File: src/rtl/wb_trace_pkg.sv
// Shared types and helpers for the writeback trace FIFO.
package wb_trace_pkg;

  localparam int unsigned SEQ_W  = 16;
  localparam int unsigned DROP_W = 16;

  typedef struct packed {
    logic [31:0]      pc;
    logic [4:0]       wnum;
    logic [31:0]      wdata;
    logic [SEQ_W-1:0] seq;
  } trace_entry_t;

  localparam int unsigned ENTRY_W = $bits(trace_entry_t);

  // Bytes whose write enable is clear are stored as zero.
  function automatic logic [31:0] mask_bytes(input logic [31:0] d, input logic [3:0] we);
    logic [31:0] m;
    m = '0;
    for (int unsigned i = 0; i < 4; i++) begin
      m[8*i +: 8] = we[i] ? d[8*i +: 8] : 8'h00;
    end
    return m;
  endfunction

endpackage

File: src/rtl/wb_trace_fifo_fwft.sv
// First-word-fall-through synchronous FIFO; a push into a full FIFO is
// accepted only when a pop happens in the same cycle.
module sync_fifo_fwft #(
  parameter int unsigned DEPTH = 16,
  parameter int unsigned W     = 85,
  parameter int unsigned AW    = 4
) (
  input  logic          clk,
  input  logic          rst_n,
  input  logic          push_i,
  input  logic [W-1:0]  din_i,
  output logic          full_o,
  input  logic          pop_i,
  output logic [W-1:0]  dout_o,
  output logic          empty_o,
  output logic [AW:0]   count_o
);

  logic [W-1:0]  mem_q [DEPTH];
  logic [AW-1:0] wptr_q, wptr_d;
  logic [AW-1:0] rptr_q, rptr_d;
  logic [AW:0]   cnt_q, cnt_d;
  logic          do_push, do_pop;

  assign full_o  = (cnt_q == (AW+1)'(DEPTH));
  assign empty_o = (cnt_q == '0);
  assign count_o = cnt_q;
  assign dout_o  = mem_q[rptr_q];

  always_comb begin
    do_pop  = pop_i && !empty_o;
    do_push = push_i && (!full_o || do_pop);
    wptr_d  = do_push ? wptr_q + AW'(1) : wptr_q;
    rptr_d  = do_pop  ? rptr_q + AW'(1) : rptr_q;
    cnt_d   = cnt_q + (AW+1)'(do_push) - (AW+1)'(do_pop);
  end

  always_ff @(posedge clk or negedge rst_n) begin
    if (!rst_n) begin
      wptr_q <= '0;
      rptr_q <= '0;
      cnt_q  <= '0;
    end else begin
      wptr_q <= wptr_d;
      rptr_q <= rptr_d;
      cnt_q  <= cnt_d;
    end
  end

  // Storage is not reset; stale contents are unreachable once pointers clear.
  always_ff @(posedge clk) begin
    if (do_push) mem_q[wptr_q] <= din_i;
  end

endmodule

File: src/rtl/wb_trace_fifo.sv
// Captures register-file commits from the CPU writeback trace and streams them
// out over valid/ready; drops (never stalls) when the buffer is full.
module wb_trace_fifo
  import wb_trace_pkg::*;
#(
  parameter int unsigned DEPTH = 16,
  parameter int unsigned AW    = 4
) (
  input  logic              clk,
  input  logic              resetn,
  input  logic [31:0]       debug_wb_pc,
  input  logic [3:0]        debug_wb_rf_we,
  input  logic [4:0]        debug_wb_rf_wnum,
  input  logic [31:0]       debug_wb_rf_wdata,
  output logic              trace_valid,
  input  logic              trace_ready,
  output logic [31:0]       trace_pc,
  output logic [4:0]        trace_wnum,
  output logic [31:0]       trace_wdata,
  output logic [SEQ_W-1:0]  trace_seq,
  output logic [AW:0]       count,
  output logic              overflow,
  output logic [DROP_W-1:0] drop_cnt,
  input  logic              clr_ovf
);

  logic [SEQ_W-1:0]  seq_q, seq_d;
  logic              ovf_q, ovf_d;
  logic [DROP_W-1:0] drop_q, drop_d;
  logic              commit, pop, full, empty, push_ok, drop;
  trace_entry_t      in_entry, head;

  assign commit = (debug_wb_rf_we != '0) && (debug_wb_rf_wnum != '0);
  assign pop    = trace_valid && trace_ready;
  assign push_ok = commit && (!full || pop);
  assign drop    = commit && full && !pop;

  always_comb begin
    in_entry.pc    = debug_wb_pc;
    in_entry.wnum  = debug_wb_rf_wnum;
    in_entry.wdata = mask_bytes(debug_wb_rf_wdata, debug_wb_rf_we);
    in_entry.seq   = seq_q;
  end

  sync_fifo_fwft #(
    .DEPTH (DEPTH),
    .W     (ENTRY_W),
    .AW    (AW)
  ) u_fifo (
    .clk     (clk),
    .rst_n   (resetn),
    .push_i  (push_ok),
    .din_i   (in_entry),
    .full_o  (full),
    .pop_i   (pop),
    .dout_o  (head),
    .empty_o (empty),
    .count_o (count)
  );

  assign trace_valid = !empty;
  assign trace_pc    = trace_valid ? head.pc    : '0;
  assign trace_wnum  = trace_valid ? head.wnum  : '0;
  assign trace_wdata = trace_valid ? head.wdata : '0;
  assign trace_seq   = trace_valid ? head.seq   : '0;

  // Sequence advances on every commit, stored or dropped, so gaps mark drops.
  always_comb begin
    seq_d  = commit ? seq_q + SEQ_W'(1) : seq_q;
    ovf_d  = ovf_q;
    drop_d = drop_q;
    if (clr_ovf) begin
      ovf_d  = 1'b0;
      drop_d = '0;
    end else if (drop) begin
      ovf_d  = 1'b1;
      drop_d = (drop_q == '1) ? drop_q : drop_q + DROP_W'(1);
    end
  end

  always_ff @(posedge clk or negedge resetn) begin
    if (!resetn) begin
      seq_q  <= '0;
      ovf_q  <= 1'b0;
      drop_q <= '0;
    end else begin
      seq_q  <= seq_d;
      ovf_q  <= ovf_d;
      drop_q <= drop_d;
    end
  end

  assign overflow = ovf_q;
  assign drop_cnt = drop_q;

endmodule

File: config.mk
export PLATFORM = sky130hd
export DESIGN_NAME = wb_trace_fifo
export DESIGN_NICKNAME = d
export VERILOG_FILES = /design/src/rtl/wb_trace_pkg.sv /design/src/rtl/wb_trace_fifo_fwft.sv /design/src/rtl/wb_trace_fifo.sv
export SDC_FILE = /design/constraint.sdc
export NUM_CORES = 2
export LEC_CHECK = 0
export BUFFER_PORTS_ARGS = -buffer_cell sky130_fd_sc_hd__buf_2
export CAP_MARGIN = 10
export CORE_ASPECT_RATIO = 0.7
export CORE_MARGIN = 2
export CORE_UTILIZATION = 35
export CTS_BUF_LIST = sky130_fd_sc_hd__clkbuf_8 sky130_fd_sc_hd__clkbuf_16
export DETAILED_ROUTE_END_ITERATION = 10
export PLACE_DENSITY_LB_ADDON = 0.25
export RECOVER_POWER = 50
export SLEW_MARGIN = 20
export SYNTH_ARGS = -nofsm -noshare
export SYNTH_HDL_FRONTEND = slang
export SYNTH_SLANG_ARGS = --single-unit
File: constraint.sdc
create_clock -name clk -period 22.9 [get_ports clk]
set_input_delay 2.29 -clock clk [delete_from_list [all_inputs] [get_ports clk]]
set_output_delay 2.29 -clock clk [all_outputs]
set_load 0.02 [all_outputs]
## Word level (Yosys, flattened, before mapping)

Memory sizes are Yosys's and may differ from the RTL's.
Cells that the tools add are included.

| storage, ports and cells | value |
|---|---|
| input bits | 77 |
| memory bits (writable) | 1,360 |
| memories | 1 |
| flip-flop bits (word level) | 46 |
| logic and storage cells | 48 |

Memories:

| name | depth | width | read ports | clocked after memory_dff | write ports | RTL line | source |
|---|---|---|---|---|---|---|---|
| u_fifo.mem_q | 16 | 85 | 1 | 0 | 1 | wb_trace_fifo_fwft.sv:19 | `logic [W-1:0] mem_q [DEPTH];` |

| cells by class | value |
|---|---|
| equality and inequality tests | 3 |
| mux-type cells | 15 |
| reduce and logical (&&, ||, !) cells | 17 |
| add/subtract/negate cells | 6 |

Operator list:

| cell | number |
|---|---|
| $mux 16 | 4 |
| $mux 32 | 2 |
| $add 16x1->16 const B | 2 |
| $mux 8 | 4 |
| $eq 16x16->1 const B | 1 |
| $add 4x1->4 const B | 2 |
| $logic_and 1x1->1 | 7 |
| $add 5x1->5 | 1 |
| $eq 5x5->1 const B | 1 |
| $logic_not 5->1 | 1 |
| $mux 5 | 1 |
| $reduce_bool 5->1 | 1 |
| $sub 5x1->5 | 1 |
| $mux 1 | 4 |
| $reduce_bool 4->1 | 1 |
| $logic_not 1->1 | 3 |
| $logic_or 1x1->1 | 2 |
| $ne 2x2->1 const B | 1 |
| $reduce_and 2->1 | 1 |
| $reduce_bool 2->1 | 1 |

## Depth between registers and ports, before layout

| logic depth | value |
|---|---|
| word-level depth | 8 |
| depth in mapped cells | 15 |

## Hierarchy

A second synthesis with hierarchy kept.

| second synthesis, totals | value |
|---|---|
| cells, all modules | 2,819 |
| area total of the unflattened synthesis | 55,744.7 µm² |

Modules (own cells, without submodules):

| module | area each (µm²) | cells each | times used |
|---|---|---|---|
| sync_fifo_fwft | 53,281.1 | 2,526 | 1 |
| wb_trace_fifo | 2,463.6 | 293 | 1 |

## Least setup slack after synthesis

OpenSTA, ideal clock, no wires.

| timing path | value |
|---|---|
| kind | input to register |
| start point | input port debug_wb_rf_we[1] |
| end point | memory u_fifo.mem_q[3][0] (enable) |
| arrival time | 8.916 ns |
| cell stages on the path | 5 |
| buffers on the path | 0 |
| setup slack | 13.352 ns |
| required time | 22.268 ns |
| cells stage by stage | or4_1 > o21ai_1 > nor2_1 > nand2_1 > nor3_1 |

| on the way | value |
|---|---|
| longest elaborated chain between the ends | 6 |

RTL lines:

| item | RTL line | source |
|---|---|---|
| from (decl) | wb_trace_fifo.sv:12 | `input logic [3:0] debug_wb_rf_we,` |
| $reduce_bool 4->1 | wb_trace_fifo.sv:33 | `assign commit = (debug_wb_rf_we != '0) && (debug_wb_rf_wnum != '0);` |
| $logic_and 1x1->1 | wb_trace_fifo.sv:33 |  |
| $logic_and 1x1->1 | wb_trace_fifo.sv:35 | `assign push_ok = commit && (!full \|\| pop);` |
| $logic_and 1x1->1 | wb_trace_fifo_fwft.sv:32 | `do_push = push_i && (!full_o \|\| do_pop);` |
| net u_fifo.do_push | wb_trace_fifo_fwft.sv:23 | `logic do_push, do_pop;` |
| $mux 1 | wb_trace_fifo_fwft.sv:52 | `if (do_push) mem_q[wptr_q] <= din_i;` |
| $mux 1 (not written as such) | wb_trace_fifo_fwft.sv:52 |  |
| to (decl) | wb_trace_fifo_fwft.sv:19 |  |

The timed path passes the listed nets, and every way through them passes these cells.

## Worst setup path after layout

| timing path | value |
|---|---|
| start point | register u_fifo.rptr_q[1] |
| end point | output port trace_seq[6] |

| on the way | value |
|---|---|
| longest elaborated chain between the ends | 2 |

RTL lines:

| item | RTL line | source |
|---|---|---|
| from (decl) | wb_trace_fifo_fwft.sv:21 | `logic [AW-1:0] rptr_q, rptr_d;` |
| from (signal assigned) | wb_trace_fifo_fwft.sv:45 | `rptr_q <= rptr_d;` |
| $mem_v2 16x85 | -- |  |
| $mux 16 | wb_trace_fifo.sv:65 | `assign trace_seq = trace_valid ? head.seq : '0;` |
| to (decl) | wb_trace_fifo.sv:20 | `output logic [SEQ_W-1:0] trace_seq,` |

Every way passes these cells.

==> out/results.txt <==
Largest net degree at the start of global routing: 151
Avg Cell Area, Syn: 22.80 sq um
Post-CTS sizing: 0
VDD IR-drop max: 94.50 uV
Worst setup EP type: output port
Worst path max stage delay: 1.08 ns
First-pass GRT wire length: 187900 um
Worst-Margin Slew: 2.861 ns
Full die area: 157200 sq um
Chip Width: 473.0 um
Design area: 61920 sq um
Total CTS buffers: 141
Share of layout cells above drive strength 1: 27.19%
CP Class: flip-flop to output port
Fin. max-slew vios: 47
CTS root buf: clkbuf_16
Input/output buffers: 184
Final Hold Slack: 0.5048 ns
Commonest cells post-synth: 1360 x edfxtp_1, 339 x mux4_2, 172 x mux2i_1
Syn nets: 2454
Via density: 5.275
Post-placement cell area: 57390 sq um
Routed len/inst: 27.37 um
Headroom to the max-slew limit: -90.76%
Post-synth EDFFs: 1360
RD Place Congestion: 0.7228
Post-route insts no fill: 4754
Clock Pin Slew Worst Setup and Hold Paths: 0.06 ns
Yosys warns: 0
Clk_skew: 0.03346 ns
Status: finished, violations left
Setup ws final: 15.60 ns
CTS max path bufs: 3
Largest cells by area after synthesis: edfxtp_1 76%, mux4_2 14%, mux2i_1 3.2%
Pleak: 0.01991 uW
Post-route setup TNS: 0 ns
Area leader, netlist: edfxtp_1
Iteration-0 DRC Markers: 2018
CP Cell Sequence: buf_12 > buf_6 > mux4_2 > mux2i_1 > o22ai_1 > buf_2
Via count: 25080
Top delay family on crit path: buffers and inverters
Fill cells: 13370
Clk_lat worst skew: 0.78 ns
Drt total wl: 130100 um
Worst slack at placement: 16.02 ns
Slowest-stage cell, CP: dfrtp_4
CTS tree: built
Min Tclk post-route: 7.298 ns
Initial antenna violation count: 9
Power per cell area: 136.3 nW/um^2
Tcrit/Tclk final: 31.87%
Seq/Total Area, Yosys: 77.93%
Synth cell types: 43
Area of the multi-input gates: 11460 sq um
Synth async-reset ratio: 3.272%
Count leader, synth: edfxtp_1
Post-CTS Setup Inserts: 0
Hold buffer count at CTS: 0
Leading register cell type out of synthesis: edfxtp_1
Clk sinks: 1406
Reg area: 42000 sq um
Vias in the first global route: 26390
Nets: 2710
# rows: 120
Synth Instances: 2363
Final setup fails: 0
CP required: 20.61 ns
# DRC: 0
Fmax: 137.0 MHz
Failing checks: capacitance limit, slew limit
Core ar.: 152800 sq um
Min-Delay Path Class: flip-flop to flip-flop
DP Wirelength: 67400 um
Tot GR Track Use: 16.52%
Critical Path AT: 5.01 ns
FF+latch count, synth: 1406
CTS H-tree lvls: 4
Initial Util: 35.25%
Post-Place Cells: 4488
Routed Antenna Nets: 0
CP bufs+invs: 3
Startpoint Class: flip-flop
Synth top area share: 75.79%
Grt total ovfl: 0
Final hold viol count: 0
I/O Pins: 185
RSZ-0062 raised after global routing: false
Mapped Area: 53890 sq um
Max_cap viols: 1
Height of the die: 332.3 um
Total iterations of the first detailed-routing run: 5
CP max FO: 150
Syn-to-layout area delta: 14.90%
==> worst min-delay path: cells and delay by family (launching register included) <==
kind               cells  cell delay [ns]
AOI/OAI and AO/OA      1             0.04
DFF                    1             0.35
and+or+nand+nor        1             0.07
==> stage by stage <==
step	utilization (%)	total power, uW
2_1_floorplan	-	5322
3_3_place_gp	37.55	6256
3_5_place_dp	37.55	6302
4_1_cts	40.53	8593
5_1_grt	40.50	8840
6_report	40.51	8438
==> cell usage in the layout (no fill, tap or decap), types with 5 or more instances in the layout <==
cell / synthesis / final
a21oi_1: 9 / 9
and2_0: 0 / 33
buf_12: 0 / 5
buf_2: 37 / 129
buf_4: 0 / 37
bufinv_16: 0 / 12
clkbuf_1: 63 / 58
clkbuf_16: 0 / 144
clkinv_1: 0 / 33
clkinv_2: 0 / 26
dfrtp_1: 46 / 43
diode_2: 0 / 5
edfxtp_1: 1360 / 1360
ha_1: 13 / 13
inv_1: 13 / 36
inv_6: 0 / 7
mux2i_1: 172 / 172
mux4_2: 339 / 339
nand2_1: 24 / 22
nand3_1: 14 / 15
nand4_1: 13 / 14
nor2_1: 35 / 23
nor2_4: 0 / 12
nor3_1: 10 / 6
o21ai_0: 5 / 6
o22ai_1: 84 / 84
or3_1: 5 / 5
xnor2_1: 18 / 18
xor2_1: 15 / 15
==> sequential cells by signal, indices dropped and copies added (netlist names) <==
| name | flops |
|---|---|
| seq_q | 16 |
| u_fifo.rptr_q | 4 |
| u_fifo.wptr_q | 4 |
| u_fifo.count_o | 5 |
| u_fifo.mem_q | 1360 |
| drop_cnt | 16 |
| overflow | 1 |
==> logic make-up after synthesis <==
family,after synthesis,share of synthesized area (%)
DFF,1406,77.93
muxes,513,17.41
and+or+nand+nor,156,1.551
buffers and inverters,134,1.019
AOI/OAI and AO/OA,107,1.224
xor gates and xnor gates,33,0.5364
adders and majority gates,14,0.3390
==> area by class of cell <==
cell class,count,area share (%)
flip-flops and latches,1406,67.84
multi-input cells,823,18.51
clock buffers,144,5.820
well taps,2013,4.068
repair buffers,234,2.122
clock inverters,116,1.548
inverters,13,0.07881
diodes,5,0.02021
==> final timing paths <==
kind                              startpoint                  end  slack, ns  cells after the start
max in group asynchronous             resetn     u_fifo.rptr_q[0]      18.33                      2
min in group asynchronous             resetn         drop_cnt[12]       2.53                      2
hold reg to reg                     overflow             overflow       0.50                      2
setup / recovery            u_fifo.rptr_q[1]         trace_seq[6]      15.60                      6
hold / removal                      overflow             overflow       0.50                      2
setup reg to reg           u_fifo.count_o[2]  u_fifo.mem_q[8][33]      18.46                      9
==> power breakdown <==
| group | switching (uW) | internal (uW) | leakage, uW |
|---|---|---|---|
| logic | 1610 | 1040 | 0.00463 |
| clock network | 987 | 1290 | 0.00233 |
| registers | 182 | 3330 | 0.0129 |
| total | 2780 | 5650 | 0.0199 |
==> layer usage <==
layer	up-vias	routed length (um)	global-route usage (%)
li1	10530	-	-
met1	13760	58050	23.33
met2	624	63280	26.35
met3	154	6478	3.179
met4	4	2281	4.194
met5	-	21	0
(Power assumes the default switching activity.)
